[config.mk]
export PLATFORM = sky130hd
export DESIGN_NAME = adc_uart_framer_flat
export DESIGN_NICKNAME = d
export VERILOG_FILES = /design/src/rtl/adc_uart_framer_if.sv /design/src/rtl/adc_uart_framer.sv /design/src/flat_wrapper.sv
export SDC_FILE = /design/constraint.sdc
export NUM_CORES = 1
export LEC_CHECK = 0
export CAP_MARGIN = 0
export CORE_MARGIN = 2
export CORE_UTILIZATION = 30
export DETAILED_ROUTE_END_ITERATION = 8
export GPL_ROUTABILITY_DRIVEN = 0
export PLACE_DENSITY = 0.58
export REMOVE_ABC_BUFFERS = 1
export SLEW_MARGIN = 30
export SYNTH_ARGS = -nofsm -noshare
export SYNTH_HDL_FRONTEND = slang
export SYNTH_SLANG_ARGS = --single-unit
[constraint.sdc]
create_clock -name clk -period 3 [get_ports clk]
set_input_delay 0.45 -clock clk [delete_from_list [all_inputs] [get_ports clk]]
set_output_delay 0.45 -clock clk [all_outputs]
set_load 0.005 [all_outputs]
[src/rtl/adc_uart_framer_if.sv]
// Byte stream handshake between the ADC frame packer and the UART transmitter.
//   tx_data  : byte offered to the UART TX
//   tx_valid : tx_data holds a valid byte
//   tx_ready : UART TX takes the byte on this rising edge
// master = byte source (framer), slave = byte sink (UART TX).
interface adc_uart_framer_if;
    logic [7:0] tx_data;
    logic       tx_valid;
    logic       tx_ready;

    modport master (
        output tx_data,
        output tx_valid,
        input  tx_ready
    );

    modport slave (
        input  tx_data,
        input  tx_valid,
        output tx_ready
    );
endinterface

[src/rtl/adc_uart_framer.sv]
// Packs simultaneous 10-bit samples of four hydrophone channels into 8-byte frames
// (sync, 5 payload bytes, sequence, XOR checksum) and streams them to the UART TX.
// Supports decimation, one pending frame behind the frame being sent, and a
// saturating count of frame sets dropped because both slots were occupied.
//   clk, reset        : clock and synchronous active-high reset
//   stream_en         : allows new sample sets to be captured
//   sample_valid      : one-cycle strobe, ch1..ch4 hold a new sample set
//   ch1..ch4          : 10-bit channel samples
//   tx                : byte handshake towards the UART TX (master side)
//   frame_busy        : a frame is being sent
//   drop_count        : dropped frame sets, saturating at 255
module adc_uart_framer #(
    parameter logic [7:0]  SYNC_BYTE = 8'hA5,
    parameter int unsigned DECIM     = 1
) (
    input  logic                     clk,
    input  logic                     reset,
    input  logic                     stream_en,
    input  logic                     sample_valid,
    input  logic [9:0]               ch1,
    input  logic [9:0]               ch2,
    input  logic [9:0]               ch3,
    input  logic [9:0]               ch4,
    adc_uart_framer_if.master        tx,
    output logic                     frame_busy,
    output logic [7:0]               drop_count
);

    typedef enum logic [0:0] {StIdle, StSend} state_e;
    typedef logic [7:0][7:0] frame_t;

    localparam logic [7:0] DecimLast = 8'(DECIM - 1);

    state_e      state_q, state_d;
    frame_t      frame_q, frame_d;
    logic [2:0]  idx_q, idx_d;
    logic [39:0] pend_q, pend_d;
    logic        pend_full_q, pend_full_d;
    logic [7:0]  seq_q, seq_d;
    logic [7:0]  decim_q, decim_d;
    logic [7:0]  drop_q, drop_d;
    logic        tx_valid_q, tx_valid_d;
    logic [7:0]  tx_data_q, tx_data_d;

    logic [39:0] sample_set;
    logic        accept_set, frame_set, byte_acc, last_acc;

    function automatic frame_t build_frame(input logic [39:0] p, input logic [7:0] s);
        frame_t f;
        f[0] = SYNC_BYTE;
        f[1] = p[39:32];
        f[2] = p[31:24];
        f[3] = p[23:16];
        f[4] = p[15:8];
        f[5] = p[7:0];
        f[6] = s;
        f[7] = f[0] ^ f[1] ^ f[2] ^ f[3] ^ f[4] ^ f[5] ^ f[6];
        return f;
    endfunction

    assign sample_set = {ch1, ch2, ch3, ch4};
    assign accept_set = stream_en && sample_valid;
    assign frame_set  = accept_set && (decim_q == DecimLast);
    assign byte_acc   = tx_valid_q && tx.tx_ready;
    assign last_acc   = byte_acc && (idx_q == 3'd7);

    always_comb begin
        state_d     = state_q;
        frame_d     = frame_q;
        idx_d       = idx_q;
        pend_d      = pend_q;
        pend_full_d = pend_full_q;
        seq_d       = seq_q;
        decim_d     = decim_q;
        drop_d      = drop_q;
        tx_valid_d  = tx_valid_q;
        tx_data_d   = tx_data_q;

        // Dropped sets still advance the decimation phase.
        if (accept_set) begin
            decim_d = frame_set ? 8'd0 : decim_q + 8'd1;
        end

        unique case (state_q)
            StIdle: begin
                if (frame_set) begin
                    frame_d    = build_frame(sample_set, seq_q);
                    seq_d      = seq_q + 8'd1;
                    idx_d      = 3'd0;
                    tx_valid_d = 1'b1;
                    tx_data_d  = SYNC_BYTE;
                    state_d    = StSend;
                end
            end
            StSend: begin
                if (last_acc) begin
                    // Pending set goes first; a fresh set either loads directly or
                    // takes the slot pending just vacated, so nothing drops here.
                    if (pend_full_q || frame_set) begin
                        frame_d     = build_frame(pend_full_q ? pend_q : sample_set, seq_q);
                        seq_d       = seq_q + 8'd1;
                        idx_d       = 3'd0;
                        tx_data_d   = SYNC_BYTE;
                        pend_full_d = pend_full_q && frame_set;
                        if (frame_set) begin
                            pend_d = sample_set;
                        end
                    end else begin
                        tx_valid_d = 1'b0;
                        state_d    = StIdle;
                    end
                end else begin
                    if (byte_acc) begin
                        idx_d     = idx_q + 3'd1;
                        tx_data_d = frame_q[idx_q + 3'd1];
                    end
                    if (frame_set) begin
                        if (!pend_full_q) begin
                            pend_d      = sample_set;
                            pend_full_d = 1'b1;
                        end else if (drop_q != 8'hFF) begin
                            drop_d = drop_q + 8'd1;
                        end
                    end
                end
            end
            default: state_d = StIdle;
        endcase
    end

    always_ff @(posedge clk) begin
        if (reset) begin
            state_q     <= StIdle;
            frame_q     <= '0;
            idx_q       <= 3'd0;
            pend_q      <= '0;
            pend_full_q <= 1'b0;
            seq_q       <= 8'd0;
            decim_q     <= 8'd0;
            drop_q      <= 8'd0;
            tx_valid_q  <= 1'b0;
            tx_data_q   <= 8'd0;
        end else begin
            state_q     <= state_d;
            frame_q     <= frame_d;
            idx_q       <= idx_d;
            pend_q      <= pend_d;
            pend_full_q <= pend_full_d;
            seq_q       <= seq_d;
            decim_q     <= decim_d;
            drop_q      <= drop_d;
            tx_valid_q  <= tx_valid_d;
            tx_data_q   <= tx_data_d;
        end
    end

    assign tx.tx_valid = tx_valid_q;
    assign tx.tx_data  = tx_data_q;
    assign frame_busy  = (state_q == StSend);
    assign drop_count  = drop_q;

endmodule

[src/flat_wrapper.sv]
// flat-port wrapper written by rule: the top's interface ports become plain ports
module adc_uart_framer_flat 
#(
    parameter logic [7:0]  SYNC_BYTE = 8'hA5,
    parameter int unsigned DECIM     = 1
)
  (clk, reset, stream_en, sample_valid, ch1, ch2, ch3, ch4, frame_busy, drop_count, tx_tx_data, tx_tx_valid, tx_tx_ready);
  adc_uart_framer_if tx_i ();
  input  logic clk;
  input  logic reset;
  input  logic stream_en;
  input  logic sample_valid;
  input  logic [9:0] ch1;
  input  logic [9:0] ch2;
  input  logic [9:0] ch3;
  input  logic [9:0] ch4;
  output logic frame_busy;
  output logic [7:0] drop_count;
  output wire logic [$bits(tx_i.tx_data)-1:0] tx_tx_data;
  output wire logic [$bits(tx_i.tx_valid)-1:0] tx_tx_valid;
  input wire logic [$bits(tx_i.tx_ready)-1:0] tx_tx_ready;
  assign tx_tx_data = tx_i.tx_data;
  assign tx_tx_valid = tx_i.tx_valid;
  assign tx_i.tx_ready = tx_tx_ready;
  adc_uart_framer #(.SYNC_BYTE(SYNC_BYTE), .DECIM(DECIM)) u_core (.clk(clk), .reset(reset), .stream_en(stream_en), .sample_valid(sample_valid), .ch1(ch1), .ch2(ch2), .ch3(ch3), .ch4(ch4), .tx(tx_i), .frame_busy(frame_busy), .drop_count(drop_count));
endmodule
Word level (Yosys, flattened, before mapping)
Cells that the tools add are included.
Cells by class
  multiplexer cells: 36
  reductions and logical operators: 14
  add/sub/neg operators: 4
  bitwise logic cells: 14
  order comparisons: 1
  eq/ne operators: 9
Operators by type and width (number)
  $mux 40: 5
  $mux 64: 3
  $pmux 64 s2: 1
  $xor 8x8->8: 10
  $mux 8: 9
  $pmux 8 s2: 2
  $add 8x1->8 const B: 3
  $bmux 8 s3: 1
  $reduce_and 3->1: 5
  $mux 3: 4
  $logic_not 8->1: 1
  $mux 1: 8
  $ne 2x2->1 const B: 4
  $ne 8x8->1 const B: 1
  $not 4->4: 2
  $ne 3x3->1 const B: 2
  $pmux 3 s2: 1
  $logic_and 1x1->1: 5
  $reduce_and 5->1: 1
  $lt 3x4->1 const B: 1
  $pmux 1 s2: 2
  $add 3x1->3 const B: 1
  $eq 3x3->1 const B: 1
  $ne 2x1->1 const B: 1
  other kinds (3): 4
Storage, ports and cells
  flip-flop bits (word level): 142
  output and inout bits: 18
  bits of input ports: 45
  word-level logic and storage cells: 95

Logic depth before layout (Yosys ltp)
Gate-level depths: netlist of the first run.
  word-level depth: 10
  gate-level depth with buffers: 10
  gate-level depth less buffers: 7

Worst setup path after synthesis of the first run
Ideal clock, no wire load.
  path kind: register to register
  from: register u_core.idx_q[0]
  to: register u_core.drop_q[7], in the netlist u_core.drop_count[7]
  setup time: 0.123 ns
  buffers on the path: 0
  required time: 2.877 ns
  cell stages (with the launch flop): 8
  data arrival time: 2.038 ns
  setup slack: 0.839 ns
  clock period less this slack: 2.161 ns
  cell sequence: dfxtp_1 -> ha_1 -> ha_1 -> nand3_1 -> nand3_1 -> a311oi_4 -> and3_1 -> mux2_1
Between the ends
  cells in the longest elaborated chain, start to end: 4
RTL lines
  start, declared: line adc_uart_framer.sv:36  | logic [2:0] idx_q, idx_d;
  start signal, assigned: line adc_uart_framer.sv:146  | idx_q <= idx_d;
  $eq 3x3->1: line adc_uart_framer.sv:65  | assign last_acc = byte_acc && (idx_q == 3'd7);
  $logic_and 1x1->1: line adc_uart_framer.sv:65
  $not 1->1 (no line)
  $reduce_and 5->1 (no line)
  end signal, assigned: line adc_uart_framer.sv:151  | drop_q <= drop_d;
  end, declared: line adc_uart_framer.sv:41  | logic [7:0] drop_q, drop_d;
No other way between the ends.
A chain may end at the register's enable or synchronous reset.

Worst setup path in the final report of the first run
Ends and elaborated chain as after synthesis.

==> results of run 1 <==
-- flip-flops by register name, indices dropped and copies added, names as in the netlist --
| register | count |
|---|---|
| u_core.drop_count | 8 |
| u_core.tx.tx_data | 8 |
| u_core.pend_full_q | 1 |
| u_core.frame_busy | 1 |
| u_core.idx_q | 3 |
| u_core.frame_q | 57 |
| u_core.pend_q | 40 |
| u_core.decim_q | 8 |
| u_core.tx.tx_valid | 1 |
| u_core.seq_q | 8 |
-- stage by stage --
step | setup WS (ns) | utilization, % | std cells | TNS, ns | hold WS (ns)
6_report | 0.7044 | 37.43 | 1107 | 0 | 0.4439
5_1_grt | 0.5179 | 37.43 | 1107 | 0 | 0.4454
4_1_cts | 0.6863 | 37.43 | 1107 | 0 | 0.4346
3_5_place_dp | 0.5241 | 34.81 | 1075 | 0 | 0.4441
3_3_place_gp | 0.5567 | 34.81 | 1075 | 0 | 0.4381
2_1_floorplan | -1.017 | - | 713 | -58.60 | 0.4271
-- power groups by stage --
stage / Sequential [uW] / Clock, uW / Combinational (uW)
final: 1930 / 1990 / 531
after global routing: 1940 / 2140 / 589
after CTS: 1930 / 2040 / 541
after detailed placement: 1970 / 0 / 538
after global placement: 1970 / 0 / 531
after floorplan: 1950 / 0 / 327
-- final timing paths --
path | start | end | slack, ns | cells after the start
hold reg to reg | u_core.tx.tx_data[6] | u_core.tx.tx_data[6] | 0.45 | 2
hold / removal | reset | u_core.idx_q[0] | 0.44 | 2
setup reg to reg | u_core.idx_q[0] | u_core.drop_count[7] | 0.70 | 7
setup / recovery | u_core.idx_q[0] | u_core.drop_count[7] | 0.70 | 7
-- placed cells by master (no fill, tap or decap), types with 5 or more instances in the layout --
cell type,count
clkbuf_16,17
nand2_1,187
and2_1,5
and3_1,5
xor2_1,22
xnor2_1,29
nor4_1,12
nor2_1,77
buf_4,19
nand3_1,16
ha_1,6
dfxtp_1,135
a311oi_1,41
xnor3_1,16
o21ai_0,5
mux2i_1,15
a211oi_1,5
inv_1,9
nand3b_1,8
clkdlybuf4s50_1,61
mux4_2,12
clkinv_4,5
a21oi_1,59
-- area by class of cell --
cell class              count  area, sq um
flip-flops and latches    135         2703
fillers                  2242        13700
clock buffers              19        452.9
repair buffers             82        793.3
multi-input cells         569         3741
inverters                   9        33.78
clock inverters            13        118.9
well taps                 280        350.3
-- logic make-up (layout without fill, tap and decap cells) --
family / count (synthesis) / count (layout) / share of synthesized area (%)
AO/OA/AOI/OAI: 127 / 127 / 13.45
XOR/XNOR: 67 / 67 / 12.01
adder cells (fa/ha/maj): 6 / 6 / 1.117
buffers and inverters: 67 / 123 / 4.209
flip-flops: 135 / 135 / 40.22
multiplexers: 30 / 30 / 6.816
AND/OR/NAND/NOR: 339 / 339 / 22.18
-- metal layers --
| metal | wire, um | global-route usage, % | vias up | share of wire [%] |
|---|---|---|---|---|
| li1 | - | - | 2766 | - |
| met1 | 8009 | 19.12 | 2567 | 51 |
| met2 | 7086 | 21.04 | 91 | 45 |
| met3 | 538 | 3.523 | 11 | 3.4 |
| met4 | 112 | 3.539 | 0 | 0.71 |
| met5 | 0 | 0 | - | 0 |
==> summary.md, run 1 <==
| Metric | Value |
|---|---|
| Area delta synth->final | `21.94%` |
| Register share of total power | `43.4%` |
| Max cap viols | `0` |
| Hold/Removal Path Class | `input pin to flop` |
| PD cells | `542.8 mW/mm^2` |
| Cell Area, Placed | `0.007621 sq mm` |
| Ports | `63` |
| Fmax | `0.4356 GHz` |
| Slowest CP cell | `a311oi_4` |
| Prevailing post-synth register cell | `dfxtp_1` |
| Number of library cell types mapped by synthesis | `52` |
| Flops & latches, synth | `135` |
| Die Wd | `153.7 um` |
| Initial Util | `30.69%` |
| Resize count post-CTS | `0` |
| Final instance area | `0.008193 sq mm` |
| CP Buf/Inv Count | `0` |
| Clock share of power | `44.7%` |
| Sw Share | `26.63%` |
| Core area | `0.02189 sq mm` |
| Worst ir drop on vdd | `0.3457 mV` |
| Clk sinks | `135` |
| Die area | `0.02361 sq mm` |
| Routed vias/inst | `4.910` |
| Slew headroom | `54.36%` |
| Ratio of final minimum period to clock period | `76.52%` |
| Number of global-route vias before repair | `5041` |
| Chip height | `153.7 um` |
| Total Routing Usage GR | `13.67%` |
| Htree depth | `4` |
| Synth Instances | `771` |
| Most numerous cell in the Yosys netlist | `nand2_1` |
| Worst Skew | `0.007624 ns` |
| Initial antenna violation count | `0` |
| Post-synthesis sequential area ratio | `40.22%` |
| Cell Int Power | `3263 uW` |
| Netlist Area Pre-Place | `0.006719 sq mm` |
| Drt total wl | `15.75 mm` |
| Post-synth top area share | `40.22%` |
| WL/cell | `14.22 um` |
| Fraction of registers with async set/reset | `0%` |
| Pwr Total | `4447 uW` |
| CTS tree | `yes` |
| Largest delay share family, worst path | `simple AND/OR/NAND/NOR gates` |
| Final net count | `865` |
| Cell Chain, Critical Path | `ha_1 -> ha_1 -> nand3_1 -> nand3_1 -> a311oi_4 -> and3_1 -> mux2_1` |
| Residual DRC | `0` |
| DR pass1 iterations | `4` |
| Critical Path RT | `3.31 ns` |
| Largest net degree at the start of global routing | `104` |
| Layout cells sized above 1 | `9.432%` |
| DR vias | `5435` |
| Post-DP HPWL | `10.67 mm` |
| Detail Route Antenna Nets | `0` |
| Crit Path Category | `flop to flop` |
| Final setup viols | `0` |
| Initial DRC count | `251` |
| CP endpoint kind | `flop` |
| Ant. Diodes | `0` |
| Final hold vios | `0` |
| Post-CTS Setup Inserts | `0` |
| RSZ-0062 raised after global routing | `no` |
| CP max stage delay | `0.46 ns` |
| Post-CTS Hold Fix Bufs | `0` |
| Row Count | `54` |
| Max clock buf depth | `2` |
| P_leak | `0.002948 uW` |
| Worst EP arrival | `2.60 ns` |
| Synth cell count leaders | `nand2_1 (188), dfxtp_1 (135), nor2_1 (77), a21oi_1 (59), a311oi_1 (41)` |
| First-pass GRT wire length | `26.31 mm` |
| Port bufs | `62` |
| Yosys top cell by area | `dfxtp_1` |
| Overflow after GRT | `0` |
| Register clock-pin slew on the reported worst setup and hold paths | `0.06 ns` |
| Max-slew violations | `0` |
| Combinational power share | `11.9%` |
| Switch Pwr | `1184 uW` |
| Clock latency on the worst-skew pair | `0.42 ns` |
| Mean Syn Cell Area | `8.715 sq um` |
| Status | `finished, final reports clean` |
| EDFF count, synth | `0` |
| Crit path max fanout | `7` |
| CTS Buf Count | `17` |
| Synth warn | `0` |
| Tmin final | `2.296 ns` |
| Startpoint types | `flop` |
| Clock root buffer master | `clkbuf_16` |
| Worst Tran Pin Value | `0.6822 ns` |
| Synth top area cells | `dfxtp_1 (40%), nand2_1 (11%), xnor3_1 (5.4%), a311oi_1 (5.3%), a21oi_1 (4.4%)` |
(Power assumes the default switching activity.)
==> inputs of run 2 (changes only) <==
--- a/config.mk
+++ b/config.mk
@@ -10,7 +10,7 @@
 export CORE_UTILIZATION = 30
 export DETAILED_ROUTE_END_ITERATION = 8
 export GPL_ROUTABILITY_DRIVEN = 0
-export PLACE_DENSITY = 0.58
+export PLACE_DENSITY = 0.6
 export REMOVE_ABC_BUFFERS = 1
 export SLEW_MARGIN = 30
 export SYNTH_ARGS = -nofsm -noshare
==> constraint.sdc (replaced) <==
create_clock -name clk -period 2 [get_ports clk]
set_input_delay 0.3 -clock clk [delete_from_list [all_inputs] [get_ports clk]]
set_output_delay 0.3 -clock clk [all_outputs]
set_load 0.005 [all_outputs]
==> run 2 against run 1 <==
Against the previous run:
- fmax rose by 16%
- worst setup slack got worse by 0.69 ns
- wire length rose by 5.6%
- highest routed layer unchanged
- power rose by 55%
- critical endpoint is now u_core.drop_count[5]
==> summary.md, run 2 (synthesis gave the netlist of run 1 again) <==
| Metric | Value |
|---|---|
| Die Wd | `153.7 um (unchanged)` |
| CP max stage delay | `0.32 ns (-0.14 ns)` |
| Ratio of final minimum period to clock period | `99.34% (+23 points)` |
| DR pass1 iterations | `5 (+1)` |
| Area delta synth->final | `29.07%` |
| Slowest CP cell | `dfxtp_2` |
| First-pass GRT wire length | `27.14 mm (+3.2%)` |
| Startpoint types | `flop` |
| CTS Buf Count | `17 (unchanged)` |
| WHS Path Cells | `2 (unchanged)` |
| Reg2Reg Launch Point | `u_core.decim_q[1]` |
| Chip height | `153.7 um (unchanged)` |
| Hold/Removal Path Class | `input pin to flop` |
| Crit Path Category | `flop to flop` |
| Max FFs per register | `57 (unchanged)` |
| CTS tree | `yes` |
| Fin cells | `1151 (+4.0%)` |
| Port bufs | `62 (unchanged)` |
| Placed Cells | `1112 (+3.4%)` |
| CP endpoint kind | `flop` |
| DR vias | `5635 (+3.7%)` |
| Initial antenna violation count | `0 (unchanged)` |
| FF-to-FF path depth | `9 (+2)` |
| Cell Chain, Critical Path | `inv_2 -> ha_4 -> nor4b_4 -> buf_4 -> nand3_4 -> a311oi_4 -> buf_4 -> nand3_2 -> mux2_4` |
| Largest net degree at the start of global routing | `57 (-45%)` |
| Clock root buffer master | `clkbuf_16` |
| Layout cells sized above 1 | `15.50% (+6.1 points)` |
| Max cap viols | `0 (unchanged)` |
| Ant. Diodes | `0 (unchanged)` |
| Detail Route Antenna Nets | `0 (unchanged)` |
| P_leak | `0.003209 uW (+8.9%)` |
| Metal-1 WL | `8.155 mm (+1.8%)` |
| Hold EP | `u_core.drop_count[0]` |
| Largest regs | `u_core.frame_q x57, u_core.pend_q x40` |
| Hold Slack | `0.3197 ns (-0.1242 ns)` |
| RR Endpoint | `u_core.drop_count[5]` |
| Max-slew violations | `0 (unchanged)` |
| Residual DRC | `0 (unchanged)` |
| Pwr Total | `6900 uW (+55%)` |
| Overflow after GRT | `0 (unchanged)` |
| Register clock-pin slew on the reported worst setup and hold paths | `0.06 ns (about the same)` |
| Most frequent cells in the layout | `nand2_1 (186), dfxtp_1 (133), nor2_1 (77)` |
| Status | `finished, final reports clean` |
| Top sig layer | `met4` |
| DR WL met3 | `617 um (+15%)` |
| Slew headroom | `66.88% (+13 points)` |
| Most common cell after layout, fill and taps aside | `nand2_1` |
| Die area | `0.02361 sq mm (unchanged)` |
| Final net count | `909 (+5.1%)` |
| Worst Skew | `0.01051 ns (+0.002887 ns)` |
| Initial Util | `30.69% (unchanged)` |
| Row Count | `54 (unchanged)` |
| Ports | `63 (unchanged)` |
| Fillers | `2208 (-1.5%)` |
| RSZ-0062 raised after global routing | `yes` |
| Max clock buf depth | `2 (unchanged)` |
| Initial DRC count | `313 (+25%)` |
| Worst EP arrival | `2.29 ns (-0.31 ns)` |
| Post-CTS Hold Fix Bufs | `0 (unchanged)` |
| Tmin final | `1.987 ns (-0.3087 ns)` |
| WL/cell | `14.44 um (+1.5%)` |
| Worst ir drop on vdd | `0.5628 mV (+63%)` |
| Fmax | `0.5033 GHz (+16%)` |
| Critical Path RT | `2.31 ns (-1.00 ns)` |
| Core area | `0.02189 sq mm (unchanged)` |
| Clock latency on the worst-skew pair | `0.43 ns (about the same)` |
| Htree depth | `4 (unchanged)` |
| Largest Register | `u_core.frame_q` |
| Clk sinks | `135 (unchanged)` |
| Drt total wl | `16.63 mm (+5.6%)` |
| WL met2 | `7.726 mm (+9.0%)` |
| Final instance area | `0.008672 sq mm (+5.8%)` |
| Final hold vios | `0 (unchanged)` |
| Routed vias/inst | `4.896 (-0.28%)` |
| PD cells | `795.6 mW/mm^2 (+47%)` |
| Final core utilization | `39.61% (+2.2 points)` |
| Number of global-route vias before repair | `5384 (+6.8%)` |
| Final setup viols | `0 (unchanged)` |
| Worst Tran Pin Value | `0.4968 ns (-0.1854 ns)` |
| Reg2Reg Setup Slack | `0.01 ns (-0.69 ns)` |
| Crit path max fanout | `6 (-1)` |
| HP Start | `reset` |
| Total Routing Usage GR | `14.02% (+0.34 points)` |
| Most frequent CP cell | `buf_4` |
| Cell Area, Placed | `0.007949 sq mm (+4.3%)` |
| Post-DP HPWL | `11.18 mm (+4.8%)` |
run 2: cell types whose count changed in the layout (fill, tap and decap cells not counted), sizes merged:
cell,previous run,this run
buf,21,63
clkbuf,19,20
bufinv,0,2
clkinv,6,7
clkinvlp,4,2
run 2: worst max-delay path by stage:
stage | depth (start not counted) | startpoint | slack, ns | end
finish | 9 | u_core.decim_q[1] | 0.01 | u_core.drop_count[5]
floorplan | 6 | u_core.idx_q[0] | -2.02 | u_core.frame_q[10]
global placement | 7 | stream_en | -0.09 | u_core.drop_count[5]
CTS | 8 | u_core.idx_q[0] | -0.007 | u_core.drop_count[5]
detailed placement | 7 | sample_valid | -0.13 | u_core.drop_count[5]
global route | 9 | u_core.decim_q[0] | -0.08 | u_core.drop_count[5]
run 2: timing repair:
item / 4_1_cts / 5_1_grt
buffers inserted: 0 / 5
gates resized for setup: 3 / 14
pin swaps: 0 / 5
setup endpoints to repair: 5 / 64
endpoints found under the hold margin: 0 / 0
gates cloned: 0 / 2
run 2: area by class of cell:
cell class	count	area, sq um	share of cell area [%]
Timing Repair Buffer	126	1209	13.94
Clock buffer	18	429.2	4.949
Inverter	9	33.78	0.3896
Tap cell	280	350.3	4.040
Clock inverter	14	150.1	1.731
Sequential cell	135	2705	31.19
Multi-Input combinational cell	569	3795	43.76
run 2: worst max-delay path: cells and delay by family (launching register included):
kind,cells,cell delay [ns]
DFF,1,0.32
buffers and inverters,3,0.40
AOI/OAI and AO/OA,1,0.29
and+or+nand+nor,3,0.44
adders and majority gates,1,0.12
muxes,1,0.30
run 2: power breakdown:
part / internal (uW) / total [uW] / leakage, uW / switching [uW]
combinational: 478 / 913 / 0.00183 / 434
clock: 1840 / 3100 / 0.000282 / 1250
sequential: 2810 / 2890 / 0.00110 / 81.0
run 2: through the flow:
stage | TNS [ns] | worst slack, ns
4_1_cts | -0.007078 | -0.007078
3_3_place_gp | -1.593 | -0.08692
2_1_floorplan | -146.38 | -2.017
3_5_place_dp | -3.708 | -0.1260
5_1_grt | -0.3935 | -0.08185
6_report | 0 | 0.01312
run 2: routing by layer:
metal  GRT usage [%]  up-vias
li1                -     2848
met3           3.213       14
met1           19.21     2676
met4           3.277        0
met2           22.50       97
met5               0        -
==> inputs of run 3 (changes only) <==
--- a/config.mk
+++ b/config.mk
@@ -5,7 +5,7 @@
 export SDC_FILE = /design/constraint.sdc
 export NUM_CORES = 1
 export LEC_CHECK = 0
-export CAP_MARGIN = 0
+export CAP_MARGIN = 20
 export CORE_MARGIN = 2
 export CORE_UTILIZATION = 30
 export DETAILED_ROUTE_END_ITERATION = 8
==> results of run 3 <==
The final DEF is identical to that of run 2; final timing and power are the same.
==> RTL change 1, RTL diff (settings of run 1) <==
Put one more register stage on the output `drop_count`, cleared by the reset. The value now appears one clock later. The other outputs are not delayed to match.
--- a/src/rtl/adc_uart_framer.sv
+++ b/src/rtl/adc_uart_framer.sv
@@ -158,5 +158,11 @@
     assign tx.tx_data  = tx_data_q;
     assign frame_busy  = (state_q == StSend);
-    assign drop_count  = drop_q;
+    always_ff @(posedge clk) begin
+        if (reset) begin
+            drop_count <= '0;
+        end else begin
+            drop_count <= drop_q;
+        end
+    end
 
 endmodule
Check against the original RTL: not equivalent (a bounded check fails within 4 cycles, from zero or initial values and one cycle with reset high).
==> RTL change 1 against run 1 <==
Routed wire length rose by 1.2%. Synthesized area rose by 2.0%. Non-clock buffer count fell by 4. Worst setup slack got worse by 0.054 ns. Sequential cell count rose by 8. Count of clock-buffer cells in the layout fell by 1. Final cell count rose by 1.4%. Via count rose by 0.26%. First-iteration DRC count rose by 20%. Final area rose by 2.2%. Total power rose by 6.2%. Largest power group unchanged.
==> RTL change 1: results (changes against run 1) <==
The tools report the source of the worst hold timing path as u_core.frame_q[49]$_SDFFE_PP0P_. The flow ran to the end, and the final reports show no timing, DRC or antenna violations. The min-delay analysis places its worst path in the category flip-flop to flip-flop.

The total of fill cells in the finished design is 2,256 (+0.62%), and the delay of the slowest critical-path stage is 0.52 ns (+0.06 ns). The tightest slew margin relative to the limit was 56.8% (+2.5 points); the number of cells after detailed placement was 1,091 (+1.5%). The tools report the met1 global-route usage as 18.4% (-0.77 points). The number of ordinary and repair buffers in the finished layout was 78 (-4.9%); the number of global-route vias before repair was 5,114 (+1.4%). The count of multi-input gates was 576 (+1.2%). The fraction of layout instances using a drive strength above 1 works out to 9.07% (-0.36 points). Proportion of cell area occupied by multi-input gates: 44.5% (-1.2 points). The share of final layout cell area taken by clock buffers and inverters was 7.22% (+0.24 points); the number of vias per cell was 4.85 (-1.2%). The tools report the amount of wire on met3 after detailed routing as 597 um (+11%).

The critical path starts at u_core.frame_busy$_SDFF_PP0_. By count the netlist is led by sky130_fd_sc_hd__nand2_1, sky130_fd_sc_hd__dfxtp_1, sky130_fd_sc_hd__nor2_1. The met2 usage is 21.7% (+0.63 points).

The logs give 0.00918 ns (+0.00155 ns) for the maximum clock skew at final layout and 13.6% (-0.086 points) for the all-layer global routing usage. The highest net fanout along the worst path came out at 21 (+14). Ranked by total cell area, the synthesized netlist is headed by sky130_fd_sc_hd__dfxtp_1, sky130_fd_sc_hd__nand2_1, sky130_fd_sc_hd__xnor3_1.

The initial detailed-routing violation count is 300 (+20%), and the non-clock buffer contribution to total cell area is 9.42% (-0.27 points). Final-stage net count: 876 (+1.3%).
[RTL change 1: cell types whose count changed after synthesis, moves of 4 or more]
cell	before	now
sky130_fd_sc_hd__buf_2	16	7
sky130_fd_sc_hd__clkbuf_1	35	44
sky130_fd_sc_hd__dfxtp_1	135	143
sky130_fd_sc_hd__mux2_2	1	6
sky130_fd_sc_hd__nor4_1	12	7
sky130_fd_sc_hd__a21oi_1	59	63
sky130_fd_sc_hd__nand2_1	188	192
sky130_fd_sc_hd__o22ai_1	0	4
[RTL change 1: power by group]
group	total (mW)	internal (mW)	switching, mW
Combinational	0.534	0.268	0.265
Clock	2.15	1.33	0.828
Sequential	2.04	1.98	0.0568
[RTL change 1: logic make-up after synthesis]
group / count (synthesis) / synth area share, %
AND/OR/NAND/NOR: 341 / 21.7
flip-flops: 143 / 41.8
AO/OA/AOI/OAI: 131 / 12.8
XOR/XNOR: 67 / 11.8
buffers and inverters: 67 / 3.96
multiplexers: 31 / 6.83
adder cells (fa/ha/maj): 6 / 1.10
==> RTL change 2, RTL diff (config.mk and constraints of run 1) <==
Without the edit above. Reset style: asynchronous (`reset`), changed in one clocked block. Comments in the files are not updated.
--- a/src/rtl/adc_uart_framer.sv
+++ b/src/rtl/adc_uart_framer.sv
@@ -129,5 +129,5 @@
     end
 
-    always_ff @(posedge clk) begin
+    always_ff @(posedge clk or posedge reset) begin
         if (reset) begin
             state_q     <= StIdle;
Behaviour: differs if reset is asserted again (counterexample within 4 cycles, from zero or initial values and one cycle with reset high); with reset held inactive, the same outputs for 4 cycles.
==> RTL change 2 against run 1 <==
Count of clock-buffer cells in the layout unchanged. Final area increased by 3.7%. Die area is 2.0% higher. Worst hold slack lost 0.034 ns. Critical endpoint is now u_core.seq_q[3]$_DFFE_PP0P_. Synthesized area rose by 2.1%. Worst setup slack got worse by 0.11 ns. Maximum frequency down 4.7%. Sequential share of layout area grew 6.8 points. Critical path depth grew 1. Sequential cell count is the same. Clock skew grew 0.0013 ns. Via count is 20% lower. Routed wire length is 14% lower.
Power is not compared: it rests on default switching activity, and its combinational part moved more than twofold at a synthesized area within 25%.
==> RTL change 2: results (changes against run 1) <==
The number of ordinary and repair buffers in the finished layout came out at 74 (-9.8%). The run gives 2.95% (-0.57 points) as the met3 track demand over resource. The count of placed standard cells in the final layout, fillers left out came out at 943 (-15%). The largest total area in the synthesized netlist belongs to sky130_fd_sc_hd__dfrtp_1. The half-perimeter wire length after placement was 9220 um (-14%); the non-clock inverter total of the final layout was 10 (+1). Sorting the synthesized cells by how often they occur yields sky130_fd_sc_hd__dfrtp_1, sky130_fd_sc_hd__nand2_1, sky130_fd_sc_hd__o21ai_0.

The delay of the slowest critical-path stage was 0.51 ns (+0.05 ns). Final-stage net count: 696 (-20%). The tools report the wire length of the first global-routing pass as 22,900 um (-13%).

The run gives 415 MHz (-4.7%) as the achievable clock frequency. The final routed wire length divided by cell count is 14.3 um (+0.86%), and the maximum clock skew at final layout is 0.00897 ns (+0.00134 ns). Dominant combinational cell family by area after synthesis: multiplexers.

The async set-or-reset flop fraction in the synthesized netlist works out to 100% (+100 points). The tools report the smallest hold slack as 0.410 ns (-0.0343 ns). The number of vias per cell is 4.60 (-6.2%), and the worst-case setup slack after placement is 0.461 ns (-0.0635 ns). The part of the Yosys area used for sequential elements came out at 49.2% (+9.0 points).

The count of cell types in the netlist is 32 (-38%), and the fraction of layout instances using a drive strength above 1 is 16.4% (+7.0 points). The run finished with clean final reports. The count of cells along the worst register-to-register path was 8 (+1). The placed instance area came out at 0.00785 mm^2 (+3.0%). After synthesis, the cell types taking the most area are sky130_fd_sc_hd__dfrtp_1, sky130_fd_sc_hd__mux2i_1, sky130_fd_sc_hd__mux2_2.

The average cell area after synthesis was 11.7 um^2 (+35%); the post-synthesis xor/xnor area fraction was 12.9% (+0.90 points). The pin count of the biggest net entering global routing was 52 (-50%); the met2 usage was 19.3% (-1.8 points). The design area was 0.00850 mm^2 (+3.7%); the count of multi-input gates was 407 (-28%). The tools report the total of fill cells in the finished design as 2,232 (-0.45%). The highest net fanout along the worst path is 37 (+30), and the portion of netlist area occupied by mux cells is 19.1% (+12 points). The number of global-route vias before repair is 4,512 (-10%), and the all-layer global routing usage is 12.1% (-1.6 points). The area of combinational cells with multiple inputs is 0.00330 mm^2 (-12%), and the share of final layout cell area taken by clock buffers and inverters is 7.60% (+0.62 points).

In this run the worst hold path is classified as input port to asynchronous set/reset pin. The largest individual stage delay along the critical path comes from the cell sky130_fd_sc_hd__a21o_2. The logs give 16.1% (-3.0 points) for the met1 global-route usage and 0 (unchanged) for the number of endpoints with negative hold slack in the final report. The logs give 584 (-24%) for the post-synthesis instance total and 163 (-35%) for the initial detailed-routing violation count.
RTL change 2: power by group through the flow:
| stage | clock network (mW) | registers [mW] | logic, mW |
|---|---|---|---|
| 5_1_grt | 2.41 | 3.25 | 4.59 |
| 3_5_place_dp | 0 | 3.17 | 4.16 |
| 6_report | 2.26 | 3.14 | 4.10 |
| 4_1_cts | 2.33 | 3.15 | 4.17 |
| 2_1_floorplan | 0 | 3.05 | 3.21 |
| 3_3_place_gp | 0 | 3.16 | 4.10 |
RTL change 2: layer usage:
layer,up-vias,part of all wire (%)
met5,-,0
met3,13,3.3
met1,2106,48
met4,0,1.0
met2,65,47
li1,2157,-
RTL change 2: cell families after synthesis:
logic type	after synthesis
buffers and inverters	42
flip-flops	135
adder cells (fa/ha/maj)	6
XOR/XNOR	76
AND/OR/NAND/NOR	138
AO/OA/AOI/OAI	77
multiplexers	110
